$ cat config.mk
export PLATFORM = sky130hd
export DESIGN_NAME = mem_access
export DESIGN_NICKNAME = d
export VERILOG_FILES = /design/src/rtl/lc3_pkg.sv /design/src/rtl/mem_timeout_ctr.sv /design/src/rtl/mem_access.sv
export SDC_FILE = /design/constraint.sdc
export NUM_CORES = 1
export LEC_CHECK = 0
export BUFFER_PORTS_ARGS = -buffer_cell sky130_fd_sc_hd__buf_4
export CORE_ASPECT_RATIO = 1.2
export CORE_MARGIN = 5
export CORE_UTILIZATION = 40
export DETAILED_ROUTE_END_ITERATION = 16
export HOLD_SLACK_MARGIN = 0.15
export PLACE_DENSITY = 0.82
export SLEW_MARGIN = 5
export SYNTH_ARGS = -nofsm -noshare
export SYNTH_HDL_FRONTEND = slang
export SYNTH_SLANG_ARGS = --single-unit
$ cat constraint.sdc
create_clock -name clk -period 2.25 [get_ports clk]
set_clock_uncertainty 0.1 [all_clocks]
set_input_delay 0.225 -clock clk [delete_from_list [all_inputs] [get_ports clk]]
set_output_delay 0.225 -clock clk [all_outputs]
set_load 0.005 [all_outputs]
$ cat src/rtl/lc3_pkg.sv
// LC3 memory-stage shared definitions: opcodes, opcode classifiers and the
// memory-access FSM state type.
package lc3_pkg;

  localparam logic [3:0] OP_LD  = 4'b0010;
  localparam logic [3:0] OP_LDR = 4'b0110;
  localparam logic [3:0] OP_LDI = 4'b1010;
  localparam logic [3:0] OP_ST  = 4'b0011;
  localparam logic [3:0] OP_STR = 4'b0111;
  localparam logic [3:0] OP_STI = 4'b1011;

  typedef enum logic [1:0] {
    IDLE = 2'b00,
    IND  = 2'b01,
    RD   = 2'b10,
    WR   = 2'b11
  } mem_state_t;

  function automatic logic is_load(input logic [3:0] op);
    return (op == OP_LD) || (op == OP_LDR) || (op == OP_LDI);
  endfunction

  function automatic logic is_store(input logic [3:0] op);
    return (op == OP_ST) || (op == OP_STR) || (op == OP_STI);
  endfunction

  function automatic logic is_indirect(input logic [3:0] op);
    return (op == OP_LDI) || (op == OP_STI);
  endfunction

endpackage

$ cat src/rtl/mem_timeout_ctr.sv
// Ack watchdog for the memory stage: counts unacknowledged request cycles and
// flags expiry on the LIMIT-th one. Only instantiated under MEM_TIMEOUT_EN.
module mem_timeout_ctr #(
  parameter int unsigned LIMIT = 16
) (
  input  logic clk,
  input  logic rst,
  input  logic clr_i,
  input  logic req_i,
  input  logic ack_i,
  output logic expire_o
);

  localparam int unsigned CW = $clog2(LIMIT + 1);

  logic [CW-1:0] cnt_q;
  logic [CW-1:0] cnt_d;

  assign expire_o = req_i && !ack_i && (cnt_q == CW'(LIMIT - 1));

  always_comb begin
    cnt_d = cnt_q;
    if (clr_i || ack_i || expire_o) begin
      cnt_d = '0;
    end else if (req_i) begin
      cnt_d = cnt_q + CW'(1);
    end else begin
      cnt_d = cnt_q;
    end
  end

  always_ff @(posedge clk or posedge rst) begin
    if (rst) begin
      cnt_q <= '0;
    end else begin
      cnt_q <= cnt_d;
    end
  end

endmodule

$ cat src/rtl/mem_access.sv
// LC3 memory-access stage: runs loads/stores (incl. indirect) over a req/ack
// handshake. Optional ack watchdog enabled by defining MEM_TIMEOUT_EN.
module mem_access
  import lc3_pkg::*;
#(
  parameter int unsigned AW             = 16,
  parameter int unsigned DW             = 16,
  parameter int unsigned TIMEOUT_CYCLES = 16
) (
  input  logic          clk,
  input  logic          rst,
  input  logic          ex_valid,
  input  logic [15:0]   IR_Exec,
  input  logic [AW-1:0] pcout,
  input  logic [DW-1:0] M_Data,
  input  logic [DW-1:0] Data_dout,
  input  logic          Data_ack,
  output logic          Data_req,
  output logic          Data_rd,
  output logic [AW-1:0] Data_addr,
  output logic [DW-1:0] Data_din,
  output logic [DW-1:0] memout,
  output logic          mem_valid,
  output logic [2:0]    mem_dr,
  output logic          mem_busy,
  output logic          mem_err
);

  mem_state_t    state_q;
  logic          data_req_q;
  logic          data_rd_q;
  logic [AW-1:0] data_addr_q;
  logic [DW-1:0] data_din_q;
  logic [DW-1:0] memout_q;
  logic          mem_valid_q;
  logic [2:0]    mem_dr_q;
  logic [2:0]    dr_q;
  logic          ind_load_q;

  logic [3:0]    op_s;
  logic          accept_s;
  logic          expire_s;
  logic          unused_s;

  assign op_s     = IR_Exec[15:12];
  assign accept_s = (state_q == IDLE) && ex_valid;
  assign unused_s = ^{IR_Exec[8:0], (TIMEOUT_CYCLES != 32'd0)};

`ifdef MEM_TIMEOUT_EN
  logic mem_err_q;

  mem_timeout_ctr #(
    .LIMIT (TIMEOUT_CYCLES)
  ) u_wdog (
    .clk      (clk),
    .rst      (rst),
    .clr_i    (accept_s),
    .req_i    (data_req_q),
    .ack_i    (Data_ack),
    .expire_o (expire_s)
  );

  always_ff @(posedge clk or posedge rst) begin
    if (rst) begin
      mem_err_q <= 1'b0;
    end else begin
      mem_err_q <= mem_err_q | expire_s;
    end
  end

  assign mem_err = mem_err_q;
`else
  assign expire_s = 1'b0;
  assign mem_err  = 1'b0;
`endif

  // Ack is only examined outside IDLE, where Data_req is always held high.
  always_ff @(posedge clk or posedge rst) begin
    if (rst) begin
      state_q     <= IDLE;
      data_req_q  <= 1'b0;
      data_rd_q   <= 1'b0;
      data_addr_q <= '0;
      data_din_q  <= '0;
      memout_q    <= '0;
      mem_valid_q <= 1'b0;
      mem_dr_q    <= 3'd0;
      dr_q        <= 3'd0;
      ind_load_q  <= 1'b0;
    end else begin
      mem_valid_q <= 1'b0;
      case (state_q)
        IDLE: begin
          if (ex_valid) begin
            data_addr_q <= pcout;
            dr_q        <= IR_Exec[11:9];
            ind_load_q  <= is_load(op_s);
            if (is_store(op_s)) begin
              data_din_q <= M_Data;
            end
            if (is_indirect(op_s)) begin
              state_q    <= IND;
              data_req_q <= 1'b1;
              data_rd_q  <= 1'b1;
            end else if (is_load(op_s)) begin
              state_q    <= RD;
              data_req_q <= 1'b1;
              data_rd_q  <= 1'b1;
            end else if (is_store(op_s)) begin
              state_q    <= WR;
              data_req_q <= 1'b1;
              data_rd_q  <= 1'b0;
            end else begin
              mem_valid_q <= 1'b1;
              memout_q    <= '0;
              mem_dr_q    <= 3'd0;
            end
          end
        end
        IND: begin
          if (expire_s) begin
            state_q    <= IDLE;
            data_req_q <= 1'b0;
          end else if (Data_ack) begin
            data_addr_q <= AW'(Data_dout);
            state_q     <= ind_load_q ? RD : WR;
            data_rd_q   <= ind_load_q;
          end
        end
        RD: begin
          if (expire_s) begin
            state_q    <= IDLE;
            data_req_q <= 1'b0;
          end else if (Data_ack) begin
            memout_q    <= Data_dout;
            mem_dr_q    <= dr_q;
            mem_valid_q <= 1'b1;
            data_req_q  <= 1'b0;
            state_q     <= IDLE;
          end
        end
        WR: begin
          if (expire_s) begin
            state_q    <= IDLE;
            data_req_q <= 1'b0;
          end else if (Data_ack) begin
            memout_q    <= '0;
            mem_dr_q    <= 3'd0;
            mem_valid_q <= 1'b1;
            data_req_q  <= 1'b0;
            state_q     <= IDLE;
          end
        end
        default: begin
          state_q    <= IDLE;
          data_req_q <= 1'b0;
        end
      endcase
    end
  end

  assign Data_req  = data_req_q;
  assign Data_rd   = data_rd_q;
  assign Data_addr = data_addr_q;
  assign Data_din  = data_din_q;
  assign memout    = memout_q;
  assign mem_valid = mem_valid_q;
  assign mem_dr    = mem_dr_q;
  assign mem_busy  = (state_q != IDLE);

endmodule

# After elaboration in Yosys (flattened, before gate mapping)
# Cells that the tools add are included.
[classes]
n_addsub = 0
n_mul = 0
div = 0
order_cmp = 0
n_eq_ne = 18
n_shift = 0
n_mux = 42
bitwise_logic = 1
n_reduce_logical = 17
[ops]
columns = ["op", "count"]
rows = [
  ["two-way mux 16 bit", 7],
  ["one-hot mux 16 bit (3 select lines)", 1],
  ["one-hot mux 16 bit (2 select lines)", 1],
  ["two-way mux 3 bit", 6],
  ["two-way mux 1 bit", 16],
  ["!= test 2 bit, second input constant", 7],
  ["two-way mux 2 bit", 6],
  ["AND reduction 4 bit", 3],
  ["one-hot mux 3 bit (3 select lines)", 1],
  ["== test 4 x 2 -> 1 bit, second input constant", 2],
  ["== test 4 x 3 -> 1 bit, second input constant", 2],
  ["== test 4 bit, second input constant", 2],
  ["AND reduction 7 bit", 1],
  ["one-hot mux 1 bit (2 select lines)", 3],
  ["one-hot mux 2 bit (3 select lines)", 1],
  ["AND reduction 3 bit", 2],
  ["logical OR 1 bit", 5],
  ["== test 2 bit, second input constant", 2],
  ["!= test 4 x 1 -> 1 bit, second input constant", 1],
  ["nonzero test 2 bit", 2],
  ["nonzero test 3 bit", 1],
  ["== test 2 x 1 -> 1 bit, second input constant", 1],
  ["zero test 2 bit", 1],
  ["!= test 2 x 1 -> 1 bit, second input constant", 1],
  ["3 further kinds", 3],
]
[totals]
register_bits = 60
latch_bits = 0
ramBits = 0
rom_bits = 0
output_inout_bits = 56
wordCells = 88
mem_count = 0

# Depth between registers and ports, before layout
[depth]
word_depth = 8
depth_mapped = 6
ltp_nobuf = 3

# Worst setup path after synthesis
# No wires, ideal clock.
[synth_timing]
kind = "register to register"
start = "register state_q[1]"
end = "register data_din_q[0], in the netlist Data_din[0]"
t_arrival_ps = 1481
required_time_ps = 2025
slack_ps = 544
stages_incl_launch_ff = 6
n_path_buf = 2
period_less_slack_ps = 1706
cell_sequence = "dfrtp_1 > buf_6 > nor3b_4 > nand3_4 > buf_6 > mux2_4"
[synth_between]
elab_chain_len = 2
[synth_rtl]
columns = ["element", "line_no", "rtl"]
rows = [
  ["start: declaration", "mem_access.sv:29", "mem_state_t state_q;"],
  ["start signal: assignment", "mem_access.sv:126", "state_q <= ind_load_q ? RD : WR;"],
  ["zero test 2 bit", "mem_access.sv:92", "case (state_q)"],
  ["AND reduction 3 bit (no source line)", "n/a", ""],
  ["end signal: assignment", "mem_access.sv:99", "data_din_q <= M_Data;"],
  ["end: declaration", "mem_access.sv:33", "logic [DW-1:0] data_din_q;"],
]
# No other way between the ends.
# A chain may end at the register's enable or synchronous reset.

# Final worst setup path
[layout_timing]
start = "register state_q[0]"
end = "register data_din_q[8], in the netlist Data_din[8]"
# Same word-level chain as after synthesis.

==> impl_metrics.toml <==
[run_status]
outcome = "completed"

[floorplan]
die-height_um = 100.6
design.core.area_um2 = 6730
io-pin-count = 124
row_count = 33
start_util_pct = 40.64
die_w_um = 85.49
die-area_um2 = 8599

[sta]
fin_ws_ns = 0.2377
hold-worst-slack_ns = 0.1704
layout_worst_path_cycle_share_pct = 89.44
hold_violations = 0
worst_pin_slew_ns = 0.8736
timing.final.max_slew_violations = 0
maxSlewHeadroom_pct = 41.70
rsz_0062_raised_after_global_routing = "false"
final.setup.tns_ns = 0
finalSetupViolCount = 0
post-route-min-period_ns = 2.012
fmax_mhz = 496.9

[synth]
synthesis.nets = 263
biggest_area_contributors_in_the_synthesized_netlist = "dfrtp_1, mux2_2, a31o_2, mux2_4, nor3b_1"
netlist.top_cell.by_area = "dfrtp_1"
yosysTopAreaCellShare_pct = 54.89
synth-seq-area-share_pct = 54.89
synth.cell_area_um2 = 2735
postSynth.asyncResetShare_pct = 100.0
postSynthCellCount = 195
post_synth.cell_area_avg_um2 = 14.03
synthesis.yosys.warnings = 0
synth-edff-count = 0
postSynthRegisterBits = 60
synth_cell_type_count = 30
synth_top_flop_cell = "dfrtp_1"

[setup_path]
cp_data_arrival_time_ns = 2.12
timing.critical_path.required_ns = 2.36
startpoint_class_of_the_critical_path = "flop"
beginning_of_the_worst_register_to_register_path = "state_q[0]"
worstSetupStartpoint = "state_q[0]"
worstPathMaxFanout = 19
critPathKind = "reg2reg"
setup.worst_path.end_class = "flop"

[cts]
cts_resized = 0
cts_max_level = 3
clock_path_buffers = 2
cts-buffers-inserted = 9
master_cell_of_the_clock_root_buffer = "clkbuf_8"
clock_sink_count = 60
tritoncts = "done"
cts.clk_slew.worst_paths_ns = 0.06
clock_latency_ns = 0.33

[pwr]
vdd_ir_drop_max_v = 0.0005412
power_per_cell_area_nw_per_um2 = 1168
cellLeakagePower_uw = 0.002004

[route]
first_iter_violations = 75
route.detailed.drc = 0
ant_nets = 0
route.final.wire_length_mm = 7.305
wl_per_cell_um = 16.49
drt_first_pass_iters = 4
num_vias = 2143
via_per_inst = 4.837

[hold_path]
min_from = "pcout[11]"
hold_path.class = "in2reg"

[global_route]
grt_first_pass_wirelength_mm = 11.81
grt_start_max_net_pins = 38
grt_util_all_layers_pct = 17.59
globalRoute.totalOverflow = 0
vias_in_the_first_global_route = 2350
grt_antenna_before_repair = 0

[place]
place_worst_setup_slack_ns = 0.2556
gp_congestion = 0.7369
port-buffer-count = 113
place_hpwl_mm = 4.978

[finish]
fraction_of_final_layout_cells_with_drive_strength_greater_than_1_pct = 57.30
antenna_cells_inserted = 0
num-nets-final = 420
relative_area_change_from_synthesis_to_final_layout_pct = 54.35
layout_commonest_cell = "buf_4"
layout_common_cells = "buf_4, dfrtp_1, dlygate4sd3_1, mux2_2, nor3b_1"

[run]
max_cap_violations = 0
==> cell families (layout without fill, tap and decap cells) <==
logic type / Yosys count / count (layout) / synth area share, %
buf+inv: 18 / 179 / 4.025
other cells: 1 / 1 / 0.1371
compound gates: 30 / 30 / 8.692
flops: 60 / 60 / 54.89
mux: 53 / 53 / 23.15
simple gates: 33 / 33 / 9.104
==> power breakdown <==
part | internal, uW | total (uW) | switching, uW
logic | 1400 | 2210 | 807
registers | 1620 | 1950 | 327
clock network | 389 | 776 | 388
==> through the flow <==
stage               instances  cell area (um2)  utilization, %  total power, uW
finish                    443             4222           62.73             4931
CTS                       443             4222           62.73             5002
global route              443             4222           62.73             5271
detailed placement        386             3651           54.25             4138
global placement          386             3651           54.25             4045
floorplan                 195             2735               -             3053
==> worst paths after layout <==
check,endpoint,slack [ns],cells past startpoint
min in group asynchronous,Data_din[2],0.43,3
max in group asynchronous,Data_addr[6],1.02,4
hold reg to reg,Data_addr[3],0.41,1
setup / recovery,Data_din[8],0.24,4
hold / removal,Data_addr[11],0.17,3
setup reg to reg,Data_din[8],0.24,4
==> cell type report <==
type | instances | area [um2]
Fill cell | 540 | 2509
Sequential cell | 60 | 1501
Timing Repair Buffer | 161 | 1326
Multi-Input combinational cell | 117 | 1124
Clock buffer | 12 | 135.1
Tap cell | 87 | 108.9
Clock inverter | 3 | 15.01
Inverter | 3 | 11.26
==> state kept, by name (all words and copies together), names as in the netlist <==
name	cells
dr_q	3
Data_addr	16
mem_dr	3
ind_load_q	1
state_q	2
Data_req	1
mem_valid	1
Data_din	16
Data_rd	1
memout	16
==> worst max-delay path, cell delays in order, from the launching register on <==
cell and delay, ns:
dfrtp_1 0.42, buf_4 0.23, nor3b_4 0.42, nand3_4 0.34
mux2_4 0.39
==> cell usage after synthesis (2+ instances only) <==
master     n
dfrtp_1   60
mux2_2    38
nor3b_1   20
a31o_2    19
mux2_4    10
clkbuf_1   7
buf_6      5
nand2_1    5
mux2_1     4
a21oi_1    3
inv_1      3
a211oi_1   2
o21ai_0    2
==> per-layer routing <==
metal	wire length, um	global-route usage [%]	up-vias
met5	0	0	-
met4	154	8.039	0
met3	432	4.579	12
met2	3949	31.16	65
met1	2768	19.69	1046
li1	-	-	1020
==> repair_timing <==
| item | CTS | global route |
|---|---|---|
| buffers inserted | 0 | 0 |
| setup endpoints to repair | 0 | 0 |
| hold endpoints to repair | 63 | 0 |
| hold buffers | 42 | 0 |
Power figures use the tool's default switching activity.
